$ cat config.mk
export PLATFORM = sky130hd
export DESIGN_NAME = run_controller
export DESIGN_NICKNAME = d
export VERILOG_FILES = /design/src/rtl/run_controller.sv
export SDC_FILE = /design/constraint.sdc
export NUM_CORES = 1
export LEC_CHECK = 0
export CAP_MARGIN = 20
export CORE_ASPECT_RATIO = 1.2
export CORE_MARGIN = 8
export CORE_UTILIZATION = 40
export DETAILED_ROUTE_END_ITERATION = 16
export GPL_TIMING_DRIVEN = 0
export PLACE_DENSITY = 0.62
export RECOVER_POWER = 25
export SYNTH_ARGS = -nofsm -noshare
export SYNTH_HDL_FRONTEND = slang
export SYNTH_SLANG_ARGS = --single-unit
$ cat constraint.sdc
create_clock -name Clk -period 2.5 [get_ports Clk]
set_input_delay 0.25 -clock Clk [delete_from_list [all_inputs] [get_ports Clk]]
set_output_delay 0.25 -clock Clk [all_outputs]
set_load 0.02 [all_outputs]
$ cat src/rtl/run_controller.sv
// ============================================================================
// Module   : run_controller
// Brief    : Host-side run sequencer feeding a CPU core's Start/program select
//            and timing each run. Optional watchdog: RUNCTRL_TIMEOUT_EN.
// Revision : 1.0
// ============================================================================
`default_nettype none

module run_controller #(
    parameter int              START_W  = 2,
    parameter int              CNT_W    = 16,
    parameter int              NUM_PROG = 3,
    parameter int              PW       = 2,
    parameter logic [CNT_W-1:0] TIMEOUT = 16'hF000
) (
    input  logic             Clk,
    input  logic             Reset,
    input  logic             Go,
    input  logic [PW-1:0]    ProgIdx,
    input  logic             CpuAck,
    output logic             CpuStart,
    output logic [PW-1:0]    ProgSel,
    output logic             Busy,
    output logic             Done,
    output logic [CNT_W-1:0] CycleCt,
    output logic             TimedOut
);

`ifdef RUNCTRL_TIMEOUT_EN
    localparam bit WDOG_EN = 1'b1;
`else
    localparam bit WDOG_EN = 1'b0;
`endif

    localparam int SCW = (START_W > 1) ? $clog2(START_W) : 1;
    localparam logic [SCW-1:0] START_LAST = SCW'(START_W - 1);

    typedef enum logic [2:0] {
        S_IDLE  = 3'd0,
        S_START = 3'd1,
        S_MASK  = 3'd2,
        S_RUN   = 3'd3,
        S_DONE  = 3'd4
    } state_t;

    state_t           state_q, state_d;
    logic [SCW-1:0]   start_cnt_q, start_cnt_d;
    logic [PW-1:0]    prog_sel_q, prog_sel_d;
    logic [CNT_W-1:0] cycle_ct_q, cycle_ct_d;
    logic             timed_out_q, timed_out_d;
    logic             done_q, done_d;
    logic             cpu_start_q, cpu_start_d;
    logic             busy_q, busy_d;
    logic             idx_ok;

    assign idx_ok = int'(ProgIdx) < NUM_PROG;

    always_comb begin
        state_d     = state_q;
        start_cnt_d = start_cnt_q;
        prog_sel_d  = prog_sel_q;
        cycle_ct_d  = cycle_ct_q;
        timed_out_d = timed_out_q;
        done_d      = 1'b0;
        case (state_q)
            S_IDLE, S_DONE: begin
                if (Go && idx_ok) begin
                    state_d     = S_START;
                    start_cnt_d = START_LAST;
                    prog_sel_d  = ProgIdx;
                    cycle_ct_d  = '0;
                    timed_out_d = 1'b0;
                end
            end
            S_START: begin
                if (start_cnt_q == '0) begin
                    state_d = S_MASK;
                end else begin
                    start_cnt_d = start_cnt_q - 1'b1;
                end
            end
            // Any Ack seen here is left over from the previous program's halt.
            S_MASK: state_d = S_RUN;
            S_RUN: begin
                if (CpuAck) begin
                    state_d = S_DONE;
                    done_d  = 1'b1;
                end else if (WDOG_EN && (cycle_ct_q == TIMEOUT - 1'b1)) begin
                    state_d     = S_DONE;
                    done_d      = 1'b1;
                    cycle_ct_d  = TIMEOUT;
                    timed_out_d = 1'b1;
                end else if (!(&cycle_ct_q)) begin
                    cycle_ct_d = cycle_ct_q + 1'b1;
                end
            end
            default: state_d = S_IDLE;
        endcase
        cpu_start_d = (state_d == S_START);
        busy_d      = (state_d == S_START) || (state_d == S_MASK) || (state_d == S_RUN);
    end

    always_ff @(posedge Clk) begin
        if (Reset) begin
            state_q     <= S_IDLE;
            start_cnt_q <= '0;
            prog_sel_q  <= '0;
            cycle_ct_q  <= '0;
            timed_out_q <= 1'b0;
            done_q      <= 1'b0;
            cpu_start_q <= 1'b0;
            busy_q      <= 1'b0;
        end else begin
            state_q     <= state_d;
            start_cnt_q <= start_cnt_d;
            prog_sel_q  <= prog_sel_d;
            cycle_ct_q  <= cycle_ct_d;
            timed_out_q <= timed_out_d;
            done_q      <= done_d;
            cpu_start_q <= cpu_start_d;
            busy_q      <= busy_d;
        end
    end

    assign CpuStart = cpu_start_q;
    assign ProgSel  = prog_sel_q;
    assign Busy     = busy_q;
    assign Done     = done_q;
    assign CycleCt  = cycle_ct_q;
    assign TimedOut = timed_out_q;

endmodule

`default_nettype wire

==> Word-level counts from Yosys, hierarchy flattened <==
Cells that the tools add are included.
{ "classes": {"addsub": 2, "n_lt_le_gt_ge": 1, "eq_ne": 10, "n_mux": 12, "bitwise_logic": 1, "n_reduce_logical": 12} }
{ "ops": {"columns": ["operator", "count"], "rows": [
  ["$mux 16", 3],
  ["$pmux 16 s2", 1],
  ["$add 16x1->16 const B", 1],
  ["$reduce_and 16->1", 1],
  ["$eq 3x2->1 const B", 4],
  ["$pmux 3 s4", 1],
  ["$mux 3", 3],
  ["$eq 3x1->1 const B", 2],
  ["$ne 2x2->1 const B", 3],
  ["$reduce_and 2->1", 2],
  ["$reduce_and 4->1", 1],
  ["$reduce_bool 2->1", 2],
  ["$reduce_or 2->1", 2],
  ["$eq 3x3->1 const B", 1],
  ["$logic_not 3->1", 1],
  ["$mux 1", 3],
  ["$logic_or 1x1->1", 2],
  ["$lt 2x2->1 const B", 1],
  ["$pmux 1 s2", 1],
  ["$logic_and 1x1->1", 1],
  ["$not 1->1", 1],
  ["$sub 1x1->1 const B", 1]
]} }
{ "totals": {"regBits": 25, "input_bits": 6, "out_inout_bits": 22, "word_cells": 45} }

==> Logic depth before layout (Yosys ltp) <==
Gate-level depths: netlist (run 1).
{ "logic_depth": {"depth_word": 7, "mapped_depth": 7, "depth_no_buf": 6} }

==> Worst setup path after synthesis (run 1) <==
OpenSTA, ideal clock, no wires.
{ "synth_timing": {"path_type": "flip-flop to flip-flop", "start": "register cycle_ct_q[9] (netlist: CycleCt[9])", "end": "register cycle_ct_q[2] (netlist: CycleCt[2])", "setup_time_ps": 65, "t_arrival_ps": 1952, "required_time_ps": 2435, "setup_slack_ps": 484, "path_stages_with_launch": 7, "path_buffers": 1, "period_less_slack_ps": 2016, "cell_sequence": "dfxtp_1 > nand4_2 > or4_1 > buf_2 > o211ai_1 > mux2_2 > nor2_1"} }
{ "synth_via": {"elab_chain_len": 3} }
{ "synth_rtl": {"columns": ["item", "line", "text"], "rows": [
  ["start: declaration", "49", "logic [CNT_W-1:0] cycle_ct_q, cycle_ct_d;"],
  ["start signal: assignment", "117", "cycle_ct_q <= cycle_ct_d;"],
  ["$reduce_and 16->1", "93", "end else if (!(&cycle_ct_q)) begin"],
  ["$ne 2x2->1 (no line)", null, null],
  ["$reduce_and 4->1 (no line)", null, null]
]} }
No other way between the ends.
A chain may end at the register's enable or synchronous reset.

==> Final worst setup path (run 1) <==
{ "layout_timing": {"start": "register state_q[0]", "end": "register cycle_ct_q[8] (netlist: CycleCt[8])"} }
{ "layout_via": {"elab_chain_len": 4, "elab_cells_between_ends": 10, "classes_between": "eq/ne (5); mux (1); reduce/logical (4)"} }
{ "layout_rtl": {"columns": ["item", "line", "text"], "rows": [
  ["start: declaration", "46", "state_t state_q, state_d;"],
  ["start signal: assignment", "114", "state_q <= state_d;"],
  ["$eq 3x3->1 / $logic_not 3->1 (equally long branches)", "65", "case (state_q)"],
  ["$reduce_or 2->1", "65", null],
  ["$ne 2x2->1 (no line) / $reduce_bool 2->1 (equally long branches)", null, null],
  ["$reduce_and 4->1 (no line)", null, null]
]} }
Parallel ways exist; a longest one is shown, timed or not.

==> out/qor.txt, run 1 <==
layout cells sized above 1: 12.6%
final-report max-slew violation count: 0
Layout Skew: 5.14 ps
diode count: 0
CP peak stage delay: 370 ps
library cells used by synthesis: 48
hold_buf cts: 0
Worst-path clk slew: 90 ps
actual slew at the worst max-slew pin: 939 ps
Inserted Clock Buffers: 3
cts repair resizes: 0
Hold Path Stages: 2
fmax: 455 MHz
maximum vdd drop: 0.000325 V
Comb power frac: 16.8%
WL final: 3570 um
Mapped Area: 1370 um2
Worst Reg-to-Reg Cells: 7
first-pass GRT wire length: 5870 um
Tmin final: 2200 ps
Yosys warnings: 0
period utilization: 87.9%
Hold EP: state_q[1]
flops & latches, synth: 25
antenna viol nets, final: 0
Max Cap Viol: 0
Reg-to-Reg Start: state_q[0]
WP data required: 2700 ps
FF-to-FF setup slack: 300 ps
WP data arrival: 2390 ps
Sw Pwr: 221 uW
Syn Area/Cell: 8.05 um2
Core ar.: 3310 um2
clock power share: 30.6%
die height: 80.1 um
I/O Buffers: 25
Main synth FF type: dfxtp_1
Overflow after GRT: 0
Die W: 69.4 um
CP max-delay cell: or2_2
routed len/inst: 15.1 um
sequential area share after synthesis: 36.6%
sw frac: 27.7%
worst min path class: in2reg
die area: 5560 um2
startpoint types: flop
drt pass-1 iters: 4
Hold Startpoint: Reset
Simple-Gate Fraction of Synth Area: 30.4%
Slew Limit Headroom: 36.9%
critical path capture point type: flop
initial drt markers: 102
synthesized netlist cell count: 170
HPWL Detailed: 2680 um
DRC violations left: 0
# setup viols final: 0
row cnt: 23
Cell Chain, Critical Path: buf_2 -> nand3b_1 -> or2_2 -> clkbuf_1 -> a21oi_1 -> o2111ai_1 -> a221oi_2
H-tree depth: 1
Post-synth EDFFs: 0
Clk Latency, worst-skew pair: 270 ps
clk buf depth: 2
largest family of logic cells by synthesized area: simple AND/OR/NAND/NOR gates
clock root cell: clkbuf_8
outcome: completed
Overall Power: 797 uW
vias per cell: 5.80
WP buf/inv: 2
largest net degree at the start of global routing: 15
Post-synth ARST share: 0%
Starting Density: 41.4%
sequential power share: 52.6%
Area Growth Syn to Fin: 25.0%
LEAKAGE: 0.000603 uW
Clock Sinks: 25
Total GRT Usage: 12.5%
CP top delay family: compound AO/OA/AOI/OAI gates
end-of-flow core utilization: 51.7%
antenna violations before repair: 0
Cell Pwr Density: 465 nW/um2
RSZ-0062 raised after global routing: false
worst setup path class: reg2reg
Compound-Gate Fraction of Synth Area: 22.4%
FF-to-FF End: CycleCt[8]
Net Count, Synth: 177
setup TNS: 0 ps
mux cell area share after synthesis: 4.02%
most common cell after layout, fill and taps aside: dfxtp_1
routability cong.: 0.867
P_int: 576 uW
total number of vias: 1,369
Final Hold Viols: 0
Post-CTS Setup Inserts: 0
CTS tree: done
most frequent cells in the layout: dfxtp_1 (25), nor2_1 (19), nand2_1 (19), clkdlybuf4s50_1 (17)
vias in the first global route: 1,244
Final nets: 207
CP Max Fanout: 9
post-synthesis xor/xnor area fraction: 0%
I/O pin cnt: 28
Synth Area in Adders: 0.914%
## per-layer routing
| layer | wire, um | up-vias | global-route usage, % | part of all wire [%] |
|---|---|---|---|---|
| met2 | 1690 | 45 | 21.0 | 47 |
| met4 | 83 | 0 | 5.95 | 2.3 |
| li1 | - | 676 | - | - |
| met1 | 1550 | 638 | 14.2 | 43 |
| met5 | 0 | - | 0 | 0 |
| met3 | 249 | 10 | 3.94 | 7.0 |
## metrics by stage
stage	hold WS [ps]	cells	area (um2)	setup WS, ps
2_1_floorplan	383	170	1370	484
3_3_place_gp	444	232	1670	186
3_5_place_dp	450	232	1670	150
4_1_cts	216	236	1710	338
5_1_grt	212	236	1710	174
6_report	226	236	1710	303
## worst reg2reg max path: stages (launching register included)
cell,delay [ps]
dfxtp_1,320
buf_2,180
nand3b_1,300
or2_2,370
clkbuf_1,190
a21oi_1,270
o2111ai_1,180
a221oi_2,300
## synthesized netlist by cell type (all sizes together), types with 2 or more instances
| cell type | number | share of area (%) |
|---|---|---|
| nand2 | 21 | 6.5 |
| clkbuf | 4 | 1.1 |
| a31oi | 6 | 2.7 |
| and3 | 2 | 0.91 |
| inv | 3 | 0.82 |
| nor3 | 8 | 2.9 |
| mux2 | 4 | 3.3 |
| o21bai | 2 | 1.1 |
| a21oi | 10 | 3.7 |
| nand3b | 2 | 1.1 |
| nand2b | 4 | 1.8 |
| a22oi | 2 | 1.1 |
| nand4 | 3 | 1.8 |
| a22o | 2 | 1.3 |
| o211ai | 3 | 1.6 |
| nor4 | 3 | 1.4 |
| o21ai | 8 | 3.7 |
| nand3 | 10 | 3.7 |
| dfxtp | 25 | 37 |
| buf | 6 | 3.5 |
| or2 | 2 | 0.91 |
| nor2 | 20 | 5.7 |
| or3 | 3 | 1.5 |
## how the worst max path moves through the flow
stage | start | cells after the start | to
after floorplan | CycleCt[9] | 6 | CycleCt[2]
after global placement | Go | 5 | CycleCt[8]
after detailed placement | Go | 5 | CycleCt[8]
after CTS | state_q[0] | 7 | CycleCt[8]
after global routing | state_q[0] | 7 | CycleCt[8]
final | state_q[0] | 7 | CycleCt[8]
## registers in the layout, summed over array words and instances, names as in the netlist
| signal | cells |
|---|---|
| Done | 1 |
| state_q | 3 |
| CpuStart | 1 |
| ProgSel | 2 |
| CycleCt | 16 |
| start_cnt_q | 1 |
| Busy | 1 |
## cell type report
| cell class | count | area, um2 |
|---|---|---|
| Fill cell | 319 | 1600 |
| Buffer | 10 | 62.6 |
| Inverter | 3 | 11.3 |
| Multi-Input combinational cell | 132 | 795 |
| Timing Repair Buffer | 25 | 250 |
| Sequential cell | 25 | 500 |
| Clock buffer | 3 | 41.3 |
| Tap cell | 37 | 46.3 |
| Clock inverter | 1 | 5.00 |
## logic make-up (layout without fill, tap and decap cells)
| logic type | count (synthesis) | count (layout) |
|---|---|---|
| adder cells (fa/ha/maj) | 1 | 1 |
| AND/OR/NAND/NOR | 82 | 82 |
| other | 1 | 1 |
| multiplexers | 5 | 5 |
| AO/OA/AOI/OAI | 43 | 43 |
| buffers and inverters | 13 | 42 |
| flip-flops | 25 | 25 |
## power groups by stage
stage | Combinational (uW) | Clock, uW | Sequential, uW
after CTS | 137 | 251 | 420
after global routing | 147 | 275 | 422
after floorplan | 78.8 | 0 | 440
after global placement | 134 | 0 | 429
final | 134 | 244 | 419
after detailed placement | 136 | 0 | 430
Power figures use the tool's default switching activity.
==> run 2, diff against run 1 <==
- CORE_UTILIZATION: 40 -> 35
- PLACE_DENSITY: 0.62 -> 0.55
==> run 2 against run 1 <==
Core utilization shrank 6.7 points; final area rose by 1.2%; flip-flop and latch count did not move; combinational power about the same; power grew 0.28%; worst setup slack lost 64 ps; register-to-register slack got worse by 60 ps; largest cell class unchanged; largest power group unchanged; highest routed layer unchanged.
==> out/qor.txt, run 2 (synthesized netlist as in run 1, its figures left out) <==
outcome: completed
most common cell after layout, fill and taps aside: dfxtp_1
P_int: 576 uW (about the same)
largest net degree at the start of global routing: 15 (unchanged)
multi-input logic area: 795 um2 (unchanged)
routed len/inst: 15.0 um (-0.53%)
# setup viols final: 0 (unchanged)
Cell Chain, Critical Path: buf_6 -> nand3b_1 -> or2_2 -> clkbuf_1 -> a21oi_1 -> o2111ai_1 -> a221oi_2
Starting Density: 35.6% (-5.8 points)
antenna viol nets, final: 0 (unchanged)
WL final: 3810 um (+6.6%)
final worst setup slack: 239 ps (-64.0 ps)
CP Max Fanout: 9 (unchanged)
die area: 6180 um2 (+11%)
antenna violations before repair: 0 (unchanged)
most frequent cells in the layout: dfxtp_1 (25), nor2_1 (19), nand2_1 (19), clkdlybuf4s50_1 (17)
Final nets: 207 (unchanged)
fillers: 413 (+29%)
CTS tree: done
HPWL Detailed: 2790 um (+4.0%)
Comb power frac: 16.9% (about the same)
Clock Sinks: 25 (unchanged)
WP data arrival: 2450 ps (+60 ps)
Place WS: 225 ps (+74.4 ps)
FF+latch area: 500 um2 (unchanged)
H-tree depth: 1 (unchanged)
startpoint types: flop
Inserted Clock Buffers: 3 (unchanged)
row cnt: 25 (+8.7%)
drt pass-1 iters: 4 (unchanged)
Layout Skew: 5.40 ps (+0.259 ps)
worst setup path class: reg2reg
critical path capture point type: flop
WP buf/inv: 2 (unchanged)
CP peak stage delay: 390 ps (+20 ps)
Sw Pwr: 223 uW (+1.0%)
worst min path class: in2reg
routability cong.: 0.800 (-7.7%)
setup TNS: 0 ps (unchanged)
hold_buf cts: 0 (unchanged)
WHS: 224 ps (-1.89 ps)
vias per cell: 5.40 (-6.9%)
initial drt markers: 95 (-6.9%)
sw frac: 27.9% (+0.20 points)
DRC violations left: 0 (unchanged)
clk buf depth: 2 (unchanged)
vias in the first global route: 1,367 (+9.9%)
total number of vias: 1,366 (-0.22%)
Area Growth Syn to Fin: 26.6%
max reg flops: 16 (unchanged)
final-report max-slew violation count: 0 (unchanged)
Core ar.: 3850 um2 (+16%)
CP max-delay cell: or2_2
CP top delay family: simple AND/OR/NAND/NOR gates
sequential power share: 52.4% (-0.2 points)
Cell Pwr Density: 461 nW/um2 (-0.95%)
Final Hold Viols: 0 (unchanged)
FF-to-FF setup slack: 240 ps (-60 ps)
first-pass GRT wire length: 6340 um (+8.1%)
diode count: 0 (unchanged)
clock power share: 30.7% (about the same)
Clk Latency, worst-skew pair: 270 ps (about the same)
final instance area: 1730 um2 (+1.2%)
Total GRT Usage: 12.7% (+0.23 points)
maximum vdd drop: 0.000237 V (-27%)
WP data required: 2690 ps (about the same)
Final Non-Filler Cells: 253 (+7.2%)
die height: 84.5 um (+5.5%)
Tmin final: 2260 ps (+64.0 ps)
layout cells sized above 1: 12.6% (unchanged)
Overflow after GRT: 0 (unchanged)
fmax: 442 MHz (-2.8%)
DP Cell Count: 249 (+7.3%)
Die W: 73.1 um (+5.3%)
clock root cell: clkbuf_8
Post-DP Area: 1690 um2 (+1.3%)
Post-CTS Setup Inserts: 0 (unchanged)
I/O Buffers: 25 (unchanged)
actual slew at the worst max-slew pin: 865 ps (-73.4 ps)
RSZ-0062 raised after global routing: false
LEAKAGE: 0.000603 uW (unchanged)
Worst-path clk slew: 90 ps (about the same)
cts repair resizes: 0 (unchanged)
period utilization: 90.4% (+2.6 points)
Slew Limit Headroom: 41.9% (+4.9 points)
I/O pin cnt: 28 (unchanged)
Max Cap Viol: 0 (unchanged)
==> run 2: metrics by stage <==
step,utilization [%],power (uW)
3_5_place_dp,43.8,566
2_1_floorplan,-,518
6_report,45.0,799
3_3_place_gp,43.8,565
4_1_cts,45.0,813
5_1_grt,45.0,839
==> run 2: worst reg2reg max path: cells and delay by family, from the launching register on <==
kind,cells,cell delay (ps)
flip-flops,1,320
AO/OA/AOI/OAI,3,760
AND/OR/NAND/NOR,2,770
buffers and inverters,2,330
==> run 2: worst paths after layout <==
| check | end | cells after the start | start |
|---|---|---|---|
| worst max-delay path | CycleCt[8] | 7 | state_q[2] |
| worst min-delay path | state_q[1] | 2 | Reset |
| worst max register to register | CycleCt[8] | 7 | state_q[2] |
| worst min register to register | ProgSel[1] | 2 | ProgSel[1] |
==> run 2: final cells by class <==
| cell class | instances | area share, % |
|---|---|---|
| Buffer | 10 | 3.61 |
| Clock buffer | 3 | 2.38 |
| Clock inverter | 1 | 0.289 |
| Inverter | 3 | 0.650 |
| Multi-Input combinational cell | 132 | 45.8 |
| Sequential cell | 25 | 28.9 |
| Tap cell | 54 | 3.90 |
| Timing Repair Buffer | 25 | 14.4 |
==> run 2: metal layers <==
metal | global-route usage, % | wire, um | up-vias | share of wire (%)
met4 | 5.47 | 61 | 0 | 1.6
li1 | - | - | 680 | -
met3 | 3.46 | 205 | 5 | 5.4
met5 | 0 | 0 | - | 0
met2 | 21.4 | 1830 | 28 | 48
met1 | 14.6 | 1710 | 653 | 45
==> run 2: power groups by stage <==
stage | clock network, uW | registers (uW) | logic [uW]
finish | 245 | 419 | 135
global route | 270 | 420 | 149
CTS | 255 | 419 | 138
detailed placement | 0 | 429 | 138
global placement | 0 | 428 | 136
floorplan | 0 | 440 | 78.8
==> run 3, diff against run 2 <==
- CORE_UTILIZATION: 35 -> 25
- PLACE_DENSITY: 0.55 -> 0.42
- TNS_END_PERCENT: default -> 5
==> run 3 against run 2 <==
Critical endpoint unchanged; sequential share of layout area shrank 0.15 points; non-clock buffer count did not move; global-route usage down 2.9 points; clock skew decreased by 2.4 ps.
==> out/qor.txt, run 3 (synthesized netlist as in run 1, its figures left out) <==
row cnt: 29 (+16%)
actual slew at the worst max-slew pin: 930 ps (+65.1 ps)
setup TNS: 0 ps (unchanged)
# setup viols final: 0 (unchanged)
FF+latch area: 500 um2 (unchanged)
Worst-path clk slew: 90 ps (about the same)
FF-to-FF End: CycleCt[8]
worst min path class: in2reg
I/O pin cnt: 28 (unchanged)
clk buf depth: 2 (unchanged)
routability cong.: 0.774 (-3.3%)
Clock Sinks: 25 (unchanged)
most common cell after layout, fill and taps aside: dfxtp_1
Setup crit end: CycleCt[8]
Post-CTS Setup Inserts: 0 (unchanged)
vias per cell: 5.09 (-5.8%)
WHS: 225 ps (+1.07 ps)
LEAKAGE: 0.000600 uW (-0.45%)
H-tree depth: 1 (unchanged)
outcome: completed
largest net degree at the start of global routing: 14 (-1)
Final Hold Viols: 0 (unchanged)
WP data arrival: 2450 ps (about the same)
initial drt markers: 51 (-46%)
Reg-to-Reg Start: state_q[0]
Final Non-Filler Cells: 261 (+3.2%)
Tmin final: 2260 ps (+2.17 ps)
fillers: 569 (+38%)
drt pass-1 iters: 4 (unchanged)
Core ar.: 5300 um2 (+38%)
layout cells sized above 1: 12.1% (-0.50 points)
Die W: 83.5 um (+14%)
die height: 97.1 um (+15%)
WL final: 4010 um (+5.3%)
fmax: 442 MHz (about the same)
worst setup path class: reg2reg
vias in the first global route: 1,357 (-0.73%)
Starting Density: 25.8% (-9.7 points)
Worst Reg-to-Reg Cells: 7 (unchanged)
Final nets: 207 (unchanged)
DP Cell Count: 257 (+3.2%)
DRC violations left: 0 (unchanged)
hold_buf cts: 0 (unchanged)
HPWL Detailed: 3000 um (+7.4%)
antenna violations before repair: 0 (unchanged)
multi-input logic area: 795 um2 (unchanged)
max reg flops: 16 (unchanged)
Post-DP Area: 1700 um2 (+0.59%)
Inserted Clock Buffers: 3 (unchanged)
cts repair resizes: 0 (unchanged)
crit path launch: state_q[0]
total number of vias: 1,328 (-2.8%)
Area Growth Syn to Fin: 27.2%
Clk Latency, worst-skew pair: 270 ps (about the same)
critical path capture point type: flop
Total GRT Usage: 9.88% (-2.9 points)
routed len/inst: 15.3 um (+2.0%)
Cell Pwr Density: 463 nW/um2 (+0.34%)
first-pass GRT wire length: 6740 um (+6.3%)
period utilization: 90.5% (about the same)
most frequent cells in the layout: dfxtp_1 (25), nor2_1 (19), nand2_1 (19), clkdlybuf4s50_1 (17)
Slew Limit Headroom: 37.5% (-4.4 points)
final instance area: 1740 um2 (+0.51%)
Layout Skew: 3.03 ps (-2.37 ps)
RSZ-0062 raised after global routing: false
antenna viol nets, final: 0 (unchanged)
FF-to-FF setup slack: 240 ps (about the same)
WP data required: 2690 ps (about the same)
Overflow after GRT: 0 (unchanged)
I/O Buffers: 25 (unchanged)
final-report max-slew violation count: 0 (unchanged)
clock root cell: clkbuf_8
startpoint types: flop
CTS tree: done
maximum vdd drop: 0.000198 V (-16%)
diode count: 0 (unchanged)
CP Max Fanout: 9 (unchanged)
die area: 8110 um2 (+31%)
Max Cap Viol: 0 (unchanged)
==> run 3: cell types whose count changed in the layout (fill, tap and decap cells not counted) <==
cell	before	now
clkinv_2	1	0
clkbuf_1	4	5
==> run 3: worst min path at each step <==
| stage | start | endpoint | cells after the start |
|---|---|---|---|
| 2_1_floorplan | CpuAck | state_q[2] | 2 |
| 3_3_place_gp | ProgSel[1] | ProgSel[1] | 2 |
| 3_5_place_dp | ProgSel[1] | ProgSel[1] | 2 |
| 4_1_cts | Reset | state_q[1] | 2 |
| 5_1_grt | Reset | state_q[1] | 2 |
| 6_report | Reset | state_q[1] | 2 |
==> run 3: critical path, cell delays in order, from the launching register on <==
cell,delay [ps]
dfxtp_1,320
buf_2,180
nand3b_1,300
or2_2,380
clkbuf_1,210
a21oi_1,290
o2111ai_1,190
a221oi_2,320
==> run 3: power breakdown <==
part / switching, uW / leakage [uW] / internal, uW / total, uW
combinational: 84.2 / 0.000375 / 51.0 / 135
clock: 137 / 0.0000228 / 114 / 252
sequential: 5.62 / 0.000203 / 413 / 419
total: 227 / 0.000600 / 579 / 806
==> run 3: per-layer routing <==
| metal | routed length (um) | global-route usage [%] | up-vias |
|---|---|---|---|
| met5 | 0 | 0 | - |
| met4 | 48 | 3.20 | 0 |
| met3 | 150 | 2.27 | 7 |
| met2 | 1900 | 17.0 | 27 |
| met1 | 1910 | 11.7 | 620 |
| li1 | - | - | 674 |
==> run 3: final cells by class <==
cell class / instances / share of cell area [%]
Clock buffer: 4 / 2.59
Timing Repair Buffer: 25 / 14.4
Buffer: 10 / 3.59
Inverter: 3 / 0.647
Multi-Input combinational cell: 132 / 45.6
Sequential cell: 25 / 28.7
Tap cell: 62 / 4.45
==> run 3: stage by stage <==
step           setup WS [ps]  utilization, %  power, uW
3_3_place_gp             142            32.0        567
5_1_grt                  117            32.9        844
3_5_place_dp             121            32.0        569
6_report                 237            32.9        806
2_1_floorplan            484               -        518
4_1_cts                  245            32.9        821
